File: src/rtl/dro_pkg.sv
// Shared constants, state encoding and width helper for the DRO storage bank.
package dro_pkg;

    localparam int MODE_DRO  = 0;
    localparam int MODE_NDRO = 1;

    localparam int VIOL_HOLD = 0;
    localparam int VIOL_OVF  = 1;
    localparam int VIOL_W    = 2;

    typedef enum logic {
        ST_INIT  = 1'b0,
        ST_READY = 1'b1
    } bank_state_e;

    // Bits needed to hold 0..depth; never narrower than one bit.
    function automatic int cw_f(input int depth);
        return (depth < 1) ? 1 : $clog2(depth + 1);
    endfunction

endpackage

File: src/rtl/dro_cell.sv
// One storage channel: toggle-pulse detection, quantum count, toggle readout,
// hold-window tracking and sticky violation flags.
module dro_cell
    import dro_pkg::*;
#(
    parameter int DEPTH       = 1,
    parameter int MODE        = MODE_DRO,
    parameter int HOLD_CYCLES = 2,
    parameter int CW          = cw_f(DEPTH)
) (
    input  logic              clk,
    input  logic              reset,
    input  logic              ready,
    input  logic              set,
    input  logic              rd,
    input  logic              viol_clr,
    output logic              out,
    output logic [CW-1:0]     count,
    output logic [VIOL_W-1:0] viol
);

    localparam int              HCW     = cw_f(HOLD_CYCLES);
    localparam logic [CW-1:0]   DEPTH_C = CW'(DEPTH);
    localparam logic [HCW-1:0]  HOLD_C  = HCW'(HOLD_CYCLES);

    logic              set_q;
    logic              rd_q;
    logic              sp;
    logic              rp;
    logic [HCW-1:0]    last_s;
    logic [HCW-1:0]    last_r;
    logic [HCW-1:0]    last_s_next;
    logic [HCW-1:0]    last_r_next;
    logic [CW-1:0]     count_rd;
    logic [CW-1:0]     count_next;
    logic              out_next;
    logic [VIOL_W-1:0] viol_next;
    logic              hold_hit;
    logic              ovf_hit;

    assign sp = set ^ set_q;
    assign rp = rd ^ rd_q;

    // Read is resolved first on the pre-set count, then the set uses what the read left.
    always_comb begin
        count_rd    = count;
        count_next  = count;
        out_next    = out;
        last_s_next = last_s;
        last_r_next = last_r;
        hold_hit    = 1'b0;
        ovf_hit     = 1'b0;
        viol_next   = viol;

        if (ready) begin
            if (rp && (count != '0)) begin
                out_next = ~out;
                if (MODE == MODE_DRO) begin
                    count_rd = count - CW'(1);
                end
            end
            count_next = count_rd;
            if (sp) begin
                if (count_rd < DEPTH_C) begin
                    count_next = count_rd + CW'(1);
                end else begin
                    ovf_hit = 1'b1;
                end
            end

            hold_hit = (sp && rp) || (rp && (last_s < HOLD_C)) || (sp && (last_r < HOLD_C));

            if (sp) begin
                last_s_next = '0;
            end else if (last_s < HOLD_C) begin
                last_s_next = last_s + HCW'(1);
            end
            if (rp) begin
                last_r_next = '0;
            end else if (last_r < HOLD_C) begin
                last_r_next = last_r + HCW'(1);
            end
        end

        // A violation raised in the clearing cycle must survive the clear.
        if (viol_clr) begin
            viol_next = '0;
        end
        viol_next[VIOL_HOLD] = viol_next[VIOL_HOLD] | hold_hit;
        viol_next[VIOL_OVF]  = viol_next[VIOL_OVF]  | ovf_hit;
    end

    always_ff @(posedge clk) begin
        set_q <= set;
        rd_q  <= rd;
        if (reset) begin
            out    <= 1'b0;
            count  <= '0;
            last_s <= HOLD_C;
            last_r <= HOLD_C;
            viol   <= '0;
        end else begin
            out    <= out_next;
            count  <= count_next;
            last_s <= last_s_next;
            last_r <= last_r_next;
            viol   <= viol_next;
        end
    end

endmodule

File: src/rtl/dro_bank.sv
// Bank of independent DRO/NDRO storage channels behind a post-reset
// initialisation delay; pulses arriving before ready are dropped.
module dro_bank
    import dro_pkg::*;
#(
    parameter int CHANNELS     = 4,
    parameter int DEPTH        = 1,
    parameter int MODE         = MODE_DRO,
    parameter int HOLD_CYCLES  = 2,
    parameter int BEGIN_CYCLES = 8
) (
    input  logic                            clk,
    input  logic                            reset,
    input  logic [CHANNELS-1:0]             set,
    input  logic [CHANNELS-1:0]             rd,
    input  logic                            viol_clr,
    output logic [CHANNELS-1:0]             out,
    output logic [CHANNELS*cw_f(DEPTH)-1:0] count,
    output logic                            ready,
    output logic [CHANNELS-1:0]             viol_hold,
    output logic [CHANNELS-1:0]             viol_ovf
);

    localparam int CW  = cw_f(DEPTH);
    localparam int ICW = cw_f(BEGIN_CYCLES);

    bank_state_e    state;
    bank_state_e    state_next;
    logic [ICW-1:0] init_cnt;
    logic [ICW-1:0] init_cnt_next;
    logic [VIOL_W-1:0] viol_ch [CHANNELS];

    always_ff @(posedge clk) begin
        if (reset) begin
            state    <= ST_INIT;
            init_cnt <= '0;
        end else begin
            state    <= state_next;
            init_cnt <= init_cnt_next;
        end
    end

    // Ready is reached on the BEGIN_CYCLES-th edge after reset is released.
    always_comb begin
        state_next    = state;
        init_cnt_next = init_cnt;
        case (state)
            ST_INIT: begin
                if (int'(init_cnt) + 1 >= BEGIN_CYCLES) begin
                    state_next = ST_READY;
                end else begin
                    init_cnt_next = init_cnt + ICW'(1);
                end
            end
            ST_READY: begin
                state_next = ST_READY;
            end
        endcase
    end

    assign ready = (state == ST_READY);

    for (genvar i = 0; i < CHANNELS; i++) begin : g_ch
        dro_cell #(
            .DEPTH       (DEPTH),
            .MODE        (MODE),
            .HOLD_CYCLES (HOLD_CYCLES),
            .CW          (CW)
        ) u_cell (
            .clk      (clk),
            .reset    (reset),
            .ready    (ready),
            .set      (set[i]),
            .rd       (rd[i]),
            .viol_clr (viol_clr),
            .out      (out[i]),
            .count    (count[i*CW +: CW]),
            .viol     (viol_ch[i])
        );

        assign viol_hold[i] = viol_ch[i][VIOL_HOLD];
        assign viol_ovf[i]  = viol_ch[i][VIOL_OVF];
    end

endmodule

File: config.mk
export PLATFORM = sky130hd
export DESIGN_NAME = dro_bank
export DESIGN_NICKNAME = d
export VERILOG_FILES = /design/src/rtl/dro_pkg.sv /design/src/rtl/dro_cell.sv /design/src/rtl/dro_bank.sv
export SDC_FILE = /design/constraint.sdc
export NUM_CORES = 1
export LEC_CHECK = 0
export CAP_MARGIN = 40
export CORE_MARGIN = 4
export CORE_UTILIZATION = 57
export DETAILED_ROUTE_END_ITERATION = 6
export PLACE_DENSITY = 0.88
export SYNTH_ARGS = -nofsm -noshare
export SYNTH_HDL_FRONTEND = slang
export SYNTH_SLANG_ARGS = --single-unit
File: constraint.sdc
create_clock -name clk -period 3.88 [get_ports clk]
set_input_delay 0.776 -clock clk [delete_from_list [all_inputs] [get_ports clk]]
set_output_delay 0.776 -clock clk [all_outputs]
set_load 0.05 [all_outputs]
Word-level counts from Yosys, hierarchy flattened

Cells that the tools add are included.

Memory bits (read-only): 0
Output and inout port bits: 17
Bits in registers: 45
Memories kept: 0
Bits in writable memories: 0
Latch bits: 0

Bitwise gates (word level): 22
Multiply operators: 0
Div/mod/pow operators: 0
Muxes and demuxes: 54
Order comparisons: 13
Eq/ne operators: 0
Reductions and logical operators: 45
Add/sub/neg operators: 18
Shift-type cells: 0

Operators by type and width:

| operator              | number |
|---|---|
| $mux W2               | 20 |
| $mux W1               | 33 |
| $reduce_and A2 Y1     | 13 |
| $add A2 B1 Y2 const B | 8 |
| $logic_and A1 B1 Y1   | 16 |
| $lt A2 B2 Y1 const B  | 8 |
| $reduce_bool A2 Y1    | 8 |
| $logic_or A1 B1 Y1    | 8 |
| $or A1 B1 Y1          | 8 |
| $xor A1 B1 Y1         | 8 |
| $not A1 Y1            | 6 |
| $add A4 B1 Y5 const B | 1 |
| $ge A5 B4 Y1 const B  | 1 |
| $add A1 B1 Y1 const B | 4 |
| $add A4 B1 Y4 const B | 1 |
| $lt A1 B1 Y1 const B  | 4 |
| $sub A1 B1 Y1 const B | 4 |
| $pmux W1 S2           | 1 |

Depth between registers and ports, before layout

Word-level depth: 9
Depth in mapped cells: 5
Mapped depth without buffers: 4

Cells and area by module

Synthesis repeated with hierarchy kept, for this count alone.

Cell total of the unflattened synthesis: 206
Area total of the unflattened synthesis: 1941.9 µm²

By module, submodules not included:

| module   | times used | area an instance (µm²) | cells an instance | sequential area each (µm²) |
|---|---|---|---|---|
| dro_cell | 4          | 424.2                  | 45                | 200.2 |
| dro_bank | 1          | 245.2                  | 26                | 100.1 |

Least setup slack after synthesis

OpenSTA, ideal clock, no wires.

Path kind: input to register
Start point: input rd[1]
End point: register g_ch[1].u_cell.out
Path slack: 2307 ps
Arrival time: 1450 ps
Cell stages on the path: 3
Cell sequence: xnor2_2 nor3b_1 mux2_1

Word-level cells in the longest chain between the ends: 3

RTL lines:

| element                            | RTL line        | text |
|---|---|---|
| start: declaration                 | dro_bank.sv:15  | `input logic [CHANNELS-1:0] rd,` |
| $xor A1 B1 Y1                      | dro_cell.sv:42  | `assign rp = rd ^ rd_q;` |
| $logic_and A1 B1 Y1                | dro_cell.sv:56  | `if (rp && (count != '0)) begin` |
| $reduce_and A2 Y1 (no source line) | -               |  |
| end signal: assignment             | dro_cell.sv:103 | `out <= out_next;` |
| end: declaration                   | dro_cell.sv:17  | `output logic out,` |

No other way between the ends.
A chain may end at the register's enable or synchronous reset.

Worst setup path after layout

Start point: register g_ch[2].u_cell.count
End point: output count[2]

RTL lines:

| element                  | RTL line        | text |
|---|---|---|
| start: declaration       | dro_cell.sv:18  | `output logic [CW-1:0] count,` |
| start signal: assignment | dro_cell.sv:104 | `count <= count_next;` |
| end: declaration         | dro_bank.sv:18  | `output logic [CHANNELS*cw_f(DEPTH)-1:0] count,` |

No word-level cell between the ends.

==> results_dict.tcl <==
set metrics [dict create \
    status "finished, final reports clean" \
    cts_resized 0 \
    slew_violations 0 \
    ir_drop_uv 258.1 \
    ys_warn_count 0 \
    hp-class "reg2reg" \
    synth_nets 220 \
    grt_overflow 0 \
    post-cts-setup-buffer-count 0 \
    viasPerCell 5.509 \
    critPathCaptureType "primary output" \
    syn_to_final_growth_pct 15.89 \
    drive_above_1_share 0.07048 \
    hold_viol 0 \
    cts_root_buf "clkbuf_4" \
    yosysSeqAreaShare 0.4709 \
    placed_cell_area_sq_mm 0.002145 \
    avgSynthCellArea_sq_um 9.242 \
    fin_nets 240 \
    io_pins 28 \
    cp_slowest_cell "clkdlybuf4s50_1" \
    ctsHoldBuffers 0 \
    rsz0062_at_grt "no" \
    clkLatencyLatePin_ns 0.36 \
    synth.area.top_cells "dfxtp_1, a21oi_1, xnor2_1" \
    route.detailed.drc 0 \
    cp.required_ns 3.10 \
    synthFlopType "dfxtp_1" \
    dp_hpwl_mm 2.392 \
    dp_slack_ns 1.552 \
    die-area_sq_mm 0.004347 \
    synth_top_area_frac 0.4709 \
    cp-start-kind "flip-flop" \
    fmaxAchievable_ghz 0.4176 \
    wirelength_mm 3.607 \
    async_flop_share 0 \
    vias 1493 \
    synthesis.area_sq_mm 0.001913 \
    cts_tree "built" \
    setup_slack_ns 1.485 \
    slew_headroom 0.6562 \
    tightest_slew_ns 0.5140 \
    initial_utilization 0.6116 \
    critPathKind "reg2out" \
    ant_nets 0 \
    crit_arrival_ns 1.62 \
    hold_ws_ns 0.4729 \
    path_clk_slew_ns 0.13 \
    synthDistinctLibCells 41 \
    synth_top_area_cell "dfxtp_1" \
    crit_family "buffers and inverters" \
    synthCells 207 \
    htree_num_levels 2 \
    fin_crit_sh 0.6172 \
    grt_pass1_vias 1385 \
    core-area_sq_mm 0.003128 \
    wl_per_cell_um 13.31 \
    first_pass_iters 4 \
    p_leak_nw 0.8117 \
    num_antenna_cells 0 \
    fin_area_sq_mm 0.002217 \
    rows 20 \
    synth-seq-cells 45 \
    crit_buf_inv 1 \
    die_x_um 65.94 \
    fin_crit_ns 2.395 \
    tns_ns 0 \
    maxCapViolations 0 \
    cp_max_fo 5 \
    gp_congestion 0.8202 \
    setup_viol 0 \
    synth-edff-count 0 \
    antenna_found_initial 0 \
    grtUsageTotal 0.1827 \
    cts_sinks 45 \
    die_height_um 65.94 \
    skew_ns 0.01184 \
    grt_max_degree 37 \
    pwr_density_cell_mw_per_mm2 367.4 \
    cp_cell_sequence "clkdlybuf4s50_1" \
    port_buffers 27 \
    grt_first_pass_wirelength_mm 6.161 \
    cts_buffer_depth 2 \
    cp_slowest_stage_delay_ns 0.83 \
    cts_buffers 5 \
    drt-initial-drc-count 131 \
]
-- final cells by class --
cell class	count	area, sq um
clock inverters	2	35.03
repair buffers	30	292.8
well taps	44	55.05
flip-flops and latches	45	900.9
inverters	9	33.78
multi-input cells	136	862.1
fillers	251	910.9
clock buffers	5	37.54
-- registers in the layout (all words and copies together), names as in the netlist --
| signal | flops |
|---|---|
| init_cnt | 4 |
| g_ch.u_cell.count | 4 |
| g_ch.u_cell.set_q | 4 |
| ready | 1 |
| g_ch.u_cell.last_r | 8 |
| g_ch.u_cell.last_s | 8 |
| g_ch.u_cell.out | 4 |
| g_ch.u_cell.rd_q | 4 |
| g_ch.u_cell.viol | 8 |
-- stage by stage --
step | total power [mW] | utilization | cells
after CTS | 0.8178 | 0.7088 | 271
final | 0.8145 | 0.7088 | 271
after floorplan | 0.5269 | - | 207
after global placement | 0.5498 | 0.6856 | 264
after global routing | 0.8469 | 0.7088 | 271
after detailed placement | 0.5510 | 0.6856 | 264
-- kinds of logic after synthesis --
family / count (synthesis) / share of synthesized area
XOR/XNOR: 16 / 0.07718
flip-flops: 45 / 0.4709
multiplexers: 2 / 0.01177
AO/OA/AOI/OAI: 59 / 0.1982
AND/OR/NAND/NOR: 57 / 0.1504
buffers and inverters: 26 / 0.07849
adder cells (fa/ha/maj): 2 / 0.01308
-- cells in the final DEF, fill, tap and decap left out, types with 2 or more instances in the layout --
cell type	netlist	layout
dfxtp_1	45	45
a21oi_1	19	19
clkdlybuf4s50_1	0	27
a31o_1	4	4
a21boi_0	2	2
nor2_1	13	13
buf_4	8	3
nand4_1	4	4
nor3_1	4	4
a21o_1	3	3
nand3_1	3	3
a221oi_1	2	2
a211oi_1	2	2
ha_1	2	2
a32o_1	2	2
mux2_1	2	2
nand2b_1	3	3
nand2_1	14	14
clkbuf_4	0	5
nor2b_1	6	6
and2_1	3	3
and4_1	2	2
inv_2	2	2
o21ai_1	10	10
xor2_1	7	7
o21ai_0	6	6
a311oi_1	3	3
inv_1	7	7
nor3b_1	2	2
xnor2_1	8	8
-- cell usage after synthesis (3+ instances only) --
cell type,count
dfxtp_1,45
a21oi_1,19
nand2_1,14
nor2_1,13
o21ai_1,10
buf_4,8
xnor2_1,8
inv_1,7
xor2_1,7
buf_2,6
nor2b_1,6
o21ai_0,6
a31o_1,4
nand4_1,4
nor3_1,4
a21o_1,3
a311oi_1,3
and2_1,3
nand2b_1,3
nand3_1,3
-- final timing paths --
| check | start | end | slack (ns) | cells past startpoint |
|---|---|---|---|---|
| worst max-delay path | g_ch[2].u_cell.count | count[2] | 1.49 | 1 |
| worst min-delay path | g_ch[3].u_cell.viol[1] | g_ch[3].u_cell.viol[1] | 0.47 | 2 |
| worst max register to register | ready | g_ch[1].u_cell.out | 2.28 | 4 |
| worst min register to register | g_ch[3].u_cell.viol[1] | g_ch[3].u_cell.viol[1] | 0.47 | 2 |
-- where the power goes --
group          switching, mW  internal, mW  leakage, nW
Combinational         0.0355        0.0261        0.404
Sequential           0.00902         0.470        0.366
Clock                  0.142         0.131       0.0410
-- per-layer routing --
metal  track usage  part of all wire  up-vias
li1              -                 -      756
met1        0.2341              0.44      694
met2        0.3004              0.49       38
met3       0.04422             0.054        5
met4       0.06091             0.015        0
met5             0                 0        -
Note: power is estimated with default switching activity, not from simulation.
